$ cat config.mk
export PLATFORM = sky130hd
export DESIGN_NAME = ro_meas_ctrl_flat
export DESIGN_NICKNAME = d
export VERILOG_FILES = /design/src/rtl/ro_meas_pkg.sv /design/src/rtl/ro_meas_ctrl_if.sv /design/src/rtl/sync_edge_det.sv /design/src/rtl/ro_meas_ctrl.sv /design/src/flat_wrapper.sv
export SDC_FILE = /design/constraint.sdc
export NUM_CORES = 1
export LEC_CHECK = 0
export BUFFER_PORTS_ARGS = -buffer_cell sky130_fd_sc_hd__buf_2
export CAP_MARGIN = 10
export CORE_MARGIN = 2
export CORE_UTILIZATION = 40
export CTS_CLUSTER_DIAMETER = 120
export DETAILED_ROUTE_END_ITERATION = 12
export PLACE_DENSITY_LB_ADDON = 0.05
export SLEW_MARGIN = 20
export SYNTH_ARGS = -nofsm -noshare
export SYNTH_HDL_FRONTEND = slang
export SYNTH_SLANG_ARGS = --single-unit
$ cat constraint.sdc
create_clock -name CLK -period 2.8 [get_ports CLK]
set_input_delay 0.28 -clock CLK [delete_from_list [all_inputs] [get_ports CLK]]
set_output_delay 0.28 -clock CLK [all_outputs]
set_load 0.01 [all_outputs]
$ cat src/rtl/ro_meas_pkg.sv
// Shared types and default sizing for the ring-oscillator measurement sequencer.
package ro_meas_pkg;

  localparam int CNT_W_DEF      = 16;
  localparam int WIN_W_DEF      = 16;
  localparam int SETTLE_CYC_DEF = 8;

  typedef enum logic [1:0] {
    ST_IDLE   = 2'd0,
    ST_SETTLE = 2'd1,
    ST_COUNT  = 2'd2,
    ST_DONE   = 2'd3
  } ro_state_e;

endpackage

$ cat src/rtl/ro_meas_ctrl_if.sv
// Request/result bundle between the measurement sequencer and the readout logic.
interface ro_meas_ctrl_if
  import ro_meas_pkg::*;
#(
  parameter int CNT_W = CNT_W_DEF,
  parameter int WIN_W = WIN_W_DEF
);
  logic             START;
  logic [WIN_W-1:0] WIN_LEN;
  logic             BUSY;
  logic             VALID;
  logic             ACK;
  logic [CNT_W-1:0] COUNT;
  logic             OVF;

  // START is taken only while idle (BUSY=0, VALID=0). VALID rises once the
  // window closes and stays high with COUNT/OVF frozen until ACK is seen;
  // the transfer completes on the edge where VALID and ACK are both high.
  modport master (
    output START, WIN_LEN, ACK,
    input  BUSY, VALID, COUNT, OVF
  );

  modport slave (
    input  START, WIN_LEN, ACK,
    output BUSY, VALID, COUNT, OVF
  );
endinterface

$ cat src/rtl/sync_edge_det.sv
// Two-flop synchronizer for an asynchronous clock-like input, followed by a
// one-flop rising-edge detector producing a single-cycle pulse.
module sync_edge_det (
  input  logic clk,
  input  logic rst,
  input  logic async_in,
  output logic rise
);
  logic meta;
  logic sync;
  logic prev;

  always_ff @(posedge clk or posedge rst) begin
    if (rst) begin
      meta <= 1'b0;
      sync <= 1'b0;
      prev <= 1'b0;
    end else begin
      meta <= async_in;
      sync <= meta;
      prev <= sync;
    end
  end

  assign rise = sync & ~prev;
endmodule

$ cat src/rtl/ro_meas_ctrl.sv
// Ring-oscillator measurement sequencer: enable, settle, count synchronized
// oscillator edges over a programmable window, then hold the result for readout.
module ro_meas_ctrl
  import ro_meas_pkg::*;
#(
  parameter int CNT_W      = CNT_W_DEF,
  parameter int WIN_W      = WIN_W_DEF,
  parameter int SETTLE_CYC = SETTLE_CYC_DEF
) (
  input  logic          CLK,
  input  logic          RESET,
  input  logic          RO_IN,
  output logic          RO_EN,
  ro_meas_ctrl_if.slave bus,
  output ro_state_e     dbg_state
);
  // One down-counter serves both the settle delay and the window.
  localparam int DN_W = (WIN_W > $clog2(SETTLE_CYC + 1)) ? WIN_W : $clog2(SETTLE_CYC + 1);
  localparam logic [CNT_W-1:0] CNT_MAX = '1;
  localparam logic [DN_W-1:0]  SETTLE_LOAD = DN_W'(SETTLE_CYC - 1);

  ro_state_e        state_q, state_d;
  logic [DN_W-1:0]  dn_q, dn_d;
  logic [WIN_W-1:0] win_q, win_d;
  logic [CNT_W-1:0] count_q, count_d;
  logic             ovf_q, ovf_d;
  logic             ro_en_q, ro_en_d;
  logic             ro_edge;

  sync_edge_det u_sync (
    .clk      (CLK),
    .rst      (RESET),
    .async_in (RO_IN),
    .rise     (ro_edge)
  );

  always_ff @(posedge CLK or posedge RESET) begin
    if (RESET) begin
      state_q <= ST_IDLE;
      dn_q    <= '0;
      win_q   <= '0;
      count_q <= '0;
      ovf_q   <= 1'b0;
      ro_en_q <= 1'b0;
    end else begin
      state_q <= state_d;
      dn_q    <= dn_d;
      win_q   <= win_d;
      count_q <= count_d;
      ovf_q   <= ovf_d;
      ro_en_q <= ro_en_d;
    end
  end

  always_comb begin
    state_d = state_q;
    dn_d    = dn_q;
    win_d   = win_q;
    count_d = count_q;
    ovf_d   = ovf_q;
    ro_en_d = ro_en_q;
    case (state_q)
      ST_IDLE: begin
        if (bus.START) begin
          state_d = ST_SETTLE;
          win_d   = bus.WIN_LEN;
          count_d = '0;
          ovf_d   = 1'b0;
          dn_d    = SETTLE_LOAD;
          ro_en_d = 1'b1;
        end
      end
      ST_SETTLE: begin
        // Edges seen here are from the oscillator starting up and are dropped.
        if (dn_q == '0) begin
          if (win_q == '0) begin
            state_d = ST_DONE;
            ro_en_d = 1'b0;
          end else begin
            state_d = ST_COUNT;
            dn_d    = DN_W'(win_q) - DN_W'(1);
          end
        end else begin
          dn_d = dn_q - DN_W'(1);
        end
      end
      ST_COUNT: begin
        if (ro_edge) begin
          if (count_q == CNT_MAX) ovf_d = 1'b1;
          else                    count_d = count_q + CNT_W'(1);
        end
        if (dn_q == '0) begin
          state_d = ST_DONE;
          ro_en_d = 1'b0;
        end else begin
          dn_d = dn_q - DN_W'(1);
        end
      end
      ST_DONE: begin
        if (bus.ACK) state_d = ST_IDLE;
      end
      default: state_d = ST_IDLE;
    endcase
  end

  assign RO_EN     = ro_en_q;
  assign bus.BUSY  = (state_q == ST_SETTLE) || (state_q == ST_COUNT);
  assign bus.VALID = (state_q == ST_DONE);
  assign bus.COUNT = count_q;
  assign bus.OVF   = ovf_q;
  assign dbg_state = state_q;
endmodule

$ cat src/flat_wrapper.sv
// flat-port wrapper written by rule: the top's interface ports become plain ports
module ro_meas_ctrl_flat import ro_meas_pkg::*;
#(
  parameter int CNT_W      = CNT_W_DEF,
  parameter int WIN_W      = WIN_W_DEF,
  parameter int SETTLE_CYC = SETTLE_CYC_DEF
)
  (CLK, RESET, RO_IN, RO_EN, dbg_state, bus_START, bus_WIN_LEN, bus_ACK, bus_BUSY, bus_VALID, bus_COUNT, bus_OVF);
  ro_meas_ctrl_if #(.CNT_W(CNT_W), .WIN_W(WIN_W)) bus_i ();
  input  logic CLK;
  input  logic RESET;
  input  logic RO_IN;
  output logic RO_EN;
  output ro_state_e dbg_state;
  input wire logic [$bits(bus_i.START)-1:0] bus_START;
  input wire logic [$bits(bus_i.WIN_LEN)-1:0] bus_WIN_LEN;
  input wire logic [$bits(bus_i.ACK)-1:0] bus_ACK;
  output wire logic [$bits(bus_i.BUSY)-1:0] bus_BUSY;
  output wire logic [$bits(bus_i.VALID)-1:0] bus_VALID;
  output wire logic [$bits(bus_i.COUNT)-1:0] bus_COUNT;
  output wire logic [$bits(bus_i.OVF)-1:0] bus_OVF;
  assign bus_i.START = bus_START;
  assign bus_i.WIN_LEN = bus_WIN_LEN;
  assign bus_i.ACK = bus_ACK;
  assign bus_BUSY = bus_i.BUSY;
  assign bus_VALID = bus_i.VALID;
  assign bus_COUNT = bus_i.COUNT;
  assign bus_OVF = bus_i.OVF;
  ro_meas_ctrl #(.CNT_W(CNT_W), .WIN_W(WIN_W), .SETTLE_CYC(SETTLE_CYC)) u_core (.CLK(CLK), .RESET(RESET), .RO_IN(RO_IN), .RO_EN(RO_EN), .bus(bus_i), .dbg_state(dbg_state));
endmodule
==> summary.txt <==
Worst hold path
  – Hold EP: u_core.u_sync.meta$_DFF_PP0_
  – Hold wc startpoint: RO_IN
  – WHS Path Cells: 1
  – Worst Hold Class: in -> reg

Finish
  – Multi-input logic area: 1647 sq um
  – Syn-to-layout area delta: 16.34%
  – Sequential cell area: 1376 sq um
  – Antenna diodes: 0
  – Layout fillers: 773
  – Layout cell share with drive strength beyond 1: 23.26%
  – Most frequent cells in the layout: 55 x dfrtp_1, 42 x buf_2, 38 x nor2_1
  – Most common cell after layout, fill and taps aside: dfrtp_1
  – Final net count: 401

Worst setup path
  – Crit. End Element: register
  – CP Launch Type: register
  – CP max FO: 6
  – Arr. time, crit path: 2.62 ns
  – Critical path's slowest cell: or3b_2
  – Reg-to-reg setup timing slack: 0.39 ns
  – Reg-to-Reg Start: u_core.win_q[4]$_DFFE_PP0P_
  – Worst reg2reg path endpoint: u_core.dn_q[12]$_DFFE_PP0P_
  – CP Data Required Time: 3.01 ns
  – R2R cell count: 6
  – CP cell instances: nor4_1 -> nand3b_1 -> or3b_2 -> xor2_1 -> o22ai_1 -> a22o_1
  – Critical path type: reg -> reg
  – Max incr delay on CP: 0.54 ns

Timing
  – Worst Clk Skew: 0.009559 ns
  – Crit path time final: 2.414 ns
  – Tcrit/Tclk final: 86.21%
  – Worst setup margin: 0.3861 ns
  – Slew @ Worst Pin: 0.7798 ns
  – Post-Route Setup TNS: 0 ns
  – # setup viols final: 0
  – Max frequency: 414.3 MHz
  – Slew Viols, Final: 0
  – Slew margin rel.: 47.89%
  – RSZ-0062 raised after global routing: no
  – Hold Fails Final Rpt: 0

Pwr
  – Leakage Power: 0.001625 uW
  – PD cells: 1010 nW/um^2
  – Max VDD drop: 0.0004723 V

Yosys
  – Synth Flop Type: dfrtp_1
  – Yosys top cell area share: 44.28%
  – Syn_nets: 348
  – Count of cell types in the netlist: 54
  – Synth area leaders: dfrtp_1 44%, mux2_2 5.8%, xor2_1 5.4%, nor2_1 4.6%, o21ai_0 3.9%
  – Seq/Total Area, Yosys: 44.28%
  – Avg Synthesized Cell Area: 9.712 sq um
  – EDFF count, synth: 0
  – YS warnings: 0
  – Number of synthesized register bits: 55
  – Cell Area, Synth: 3108 sq um
  – Fraction of registers with async set/reset: 100.0%
  – Largest area contributor in the netlist: dfrtp_1
  – Post-Syn Instances: 320

Routing
  – DRC: 0
  – Routed via count: 2,581
  – Routed len/inst: 15.38 microns
  – Post-Route WL: 7322 microns
  – DR vias/cell: 5.422
  – DRT iter0 DRCs: 168
  – Antenna Nets Post-Route: 0
  – Pre-Repair DR Iteration Count: 4

Floorplanning
  – Width of the die: 92.15 microns
  – Die Y-Extent: 92.15 microns
  – Placement Rows: 32
  – Die area: 8491 sq um
  – Total I/O pin count: 43
  – Starting Density: 40.86%
  – Core region area: 7607 sq um

Job
  – Max Cap Viol: 0

CTS
  – CTS sink cnt: 55
  – Clk Latency, worst-skew pair: 0.31 ns
  – Post-CTS Resized: 0
  – CTS root buffer: clkbuf_8
  – Clock buffer depth: 2
  – Postcts setup bufs: 0
  – Max H-tree Level: 2
  – CTS tree: yes
  – Clock-pin slew on the worst setup and hold paths: 0.11 ns
  – Num CTS Buffers: 5

Status
  – Status: completed

GRT
  – Initial antenna violation count: 0
  – GR Overflow Total: 0
  – Pin count of the biggest net entering global routing: 24
  – Global-route wire length before repair: 12,330 microns
  – Vias in the first global route: 2,452
  – Total global-route track usage: 17.98%

Placement
  – Dpl ws: 0.4366 ns
  – # port buffers: 42
  – GPL Wtd Cong: 0.8883
  – Post-DP HPWL: 5517 microns
through the flow:
| step | power, uW | util, % | hold slack (ns) | cell area (sq um) | std cells |
|---|---|---|---|---|---|
| after floorplan | 2543 | - | 0.3114 | 3108 | 320 |
| after global placement | 3096 | 45.81 | 0.2440 | 3485 | 467 |
| after detailed placement | 3096 | 45.81 | 0.2488 | 3485 | 467 |
| after CTS | 3677 | 47.53 | 0.06560 | 3616 | 476 |
| after global routing | 3921 | 47.53 | 0.05881 | 3616 | 476 |
| final | 3654 | 47.53 | 0.07763 | 3616 | 476 |
synth_stat cells, types with 2 or more instances:
library cell and n:
dfrtp_1 55, nor2_1 38, o21ai_0 24, nand2_1 22
xor2_1 19, mux2_2 16, inv_1 11, nand4_1 11
nor3_1 11, a22o_1 9, a21oi_1 8, or3_1 8
xnor2_1 8, ha_1 7, o22ai_1 7, clkbuf_1 4
nand2b_1 4, nand3_1 4, nor4_1 4, and3_1 3
nor2b_1 3, o32a_1 3, or4_1 3, a211oi_1 2
buf_2 2, o2111ai_1 2, o221ai_1 2, o22a_1 2
o32ai_1 2, or2_2 2
how the worst max path moves through the flow:
stage / from / to / slack [ns]
2_1_floorplan: u_core.dn_q[0]$_DFFE_PP0P_ / u_core.dn_q[0]$_DFFE_PP0P_ / 0.52
3_5_place_dp: u_core.dn_q[0]$_DFFE_PP0P_ / u_core.dn_q[4]$_DFFE_PP0P_ / 0.44
3_3_place_gp: u_core.win_q[4]$_DFFE_PP0P_ / u_core.dn_q[10]$_DFFE_PP0P_ / 0.45
6_report: u_core.win_q[4]$_DFFE_PP0P_ / u_core.dn_q[12]$_DFFE_PP0P_ / 0.39
5_1_grt: u_core.dn_q[0]$_DFFE_PP0P_ / u_core.dn_q[1]$_DFFE_PP0P_ / 0.13
4_1_cts: u_core.win_q[4]$_DFFE_PP0P_ / u_core.dn_q[10]$_DFFE_PP0P_ / 0.43
cells by family after synthesis:
kind of cell    after synthesis  share of synthesized area, %
simple gates                123                         20.29
compound gates               73                         16.47
flops                        55                         44.28
xor+xnor                     27                         7.609
buf+inv                      19                         2.737
mux                          16                         5.797
fa+ha+maj                     7                         2.818
report_power, final:
group	leakage, uW	internal, uW	switching [uW]
Sequential	0.000711	1010	269
Clock	0.0000618	295	275
Combinational	0.000852	769	1030
routing by layer:
| layer | global-route usage (%) | share of wire [%] | up-vias |
|---|---|---|---|
| li1 | - | - | 1278 |
| met1 | 27.12 | 51 | 1233 |
| met2 | 27.27 | 44 | 66 |
| met3 | 2.876 | 4.3 | 4 |
| met4 | 3.731 | 0.63 | 0 |
| met5 | 0 | 0 | - |
flip-flops by register name, summed over array words and instances (netlist names), 2 cells and up:
name and count:
u_core.dn_q 16, u_core.win_q 16, u_core.bus.COUNT 16, u_core.dbg_state 2
worst max-delay path, delay by kind of cell, from the launching register on:
kind	cells	cell delay, ns
DFF	1	0.44
and+or+nand+nor	3	1.38
xor gates and xnor gates	1	0.17
AOI/OAI and AO/OA	2	0.32
what timing repair did:
item | 4_1_cts | 5_1_grt
endpoints found under the setup margin | 0 | 0
hold buffers | 1 | 0
hold endpoints to repair | 12 | 0
cell type report:
class	count	share of cell area [%]
Sequential cell	55	38.06
Inverter	11	1.142
Tap cell	102	3.529
Multi-Input combinational cell	246	45.54
Clock inverter	2	1.073
Timing Repair Buffer	54	8.374
Clock buffer	6	2.284
Power figures use the tool's default switching activity.
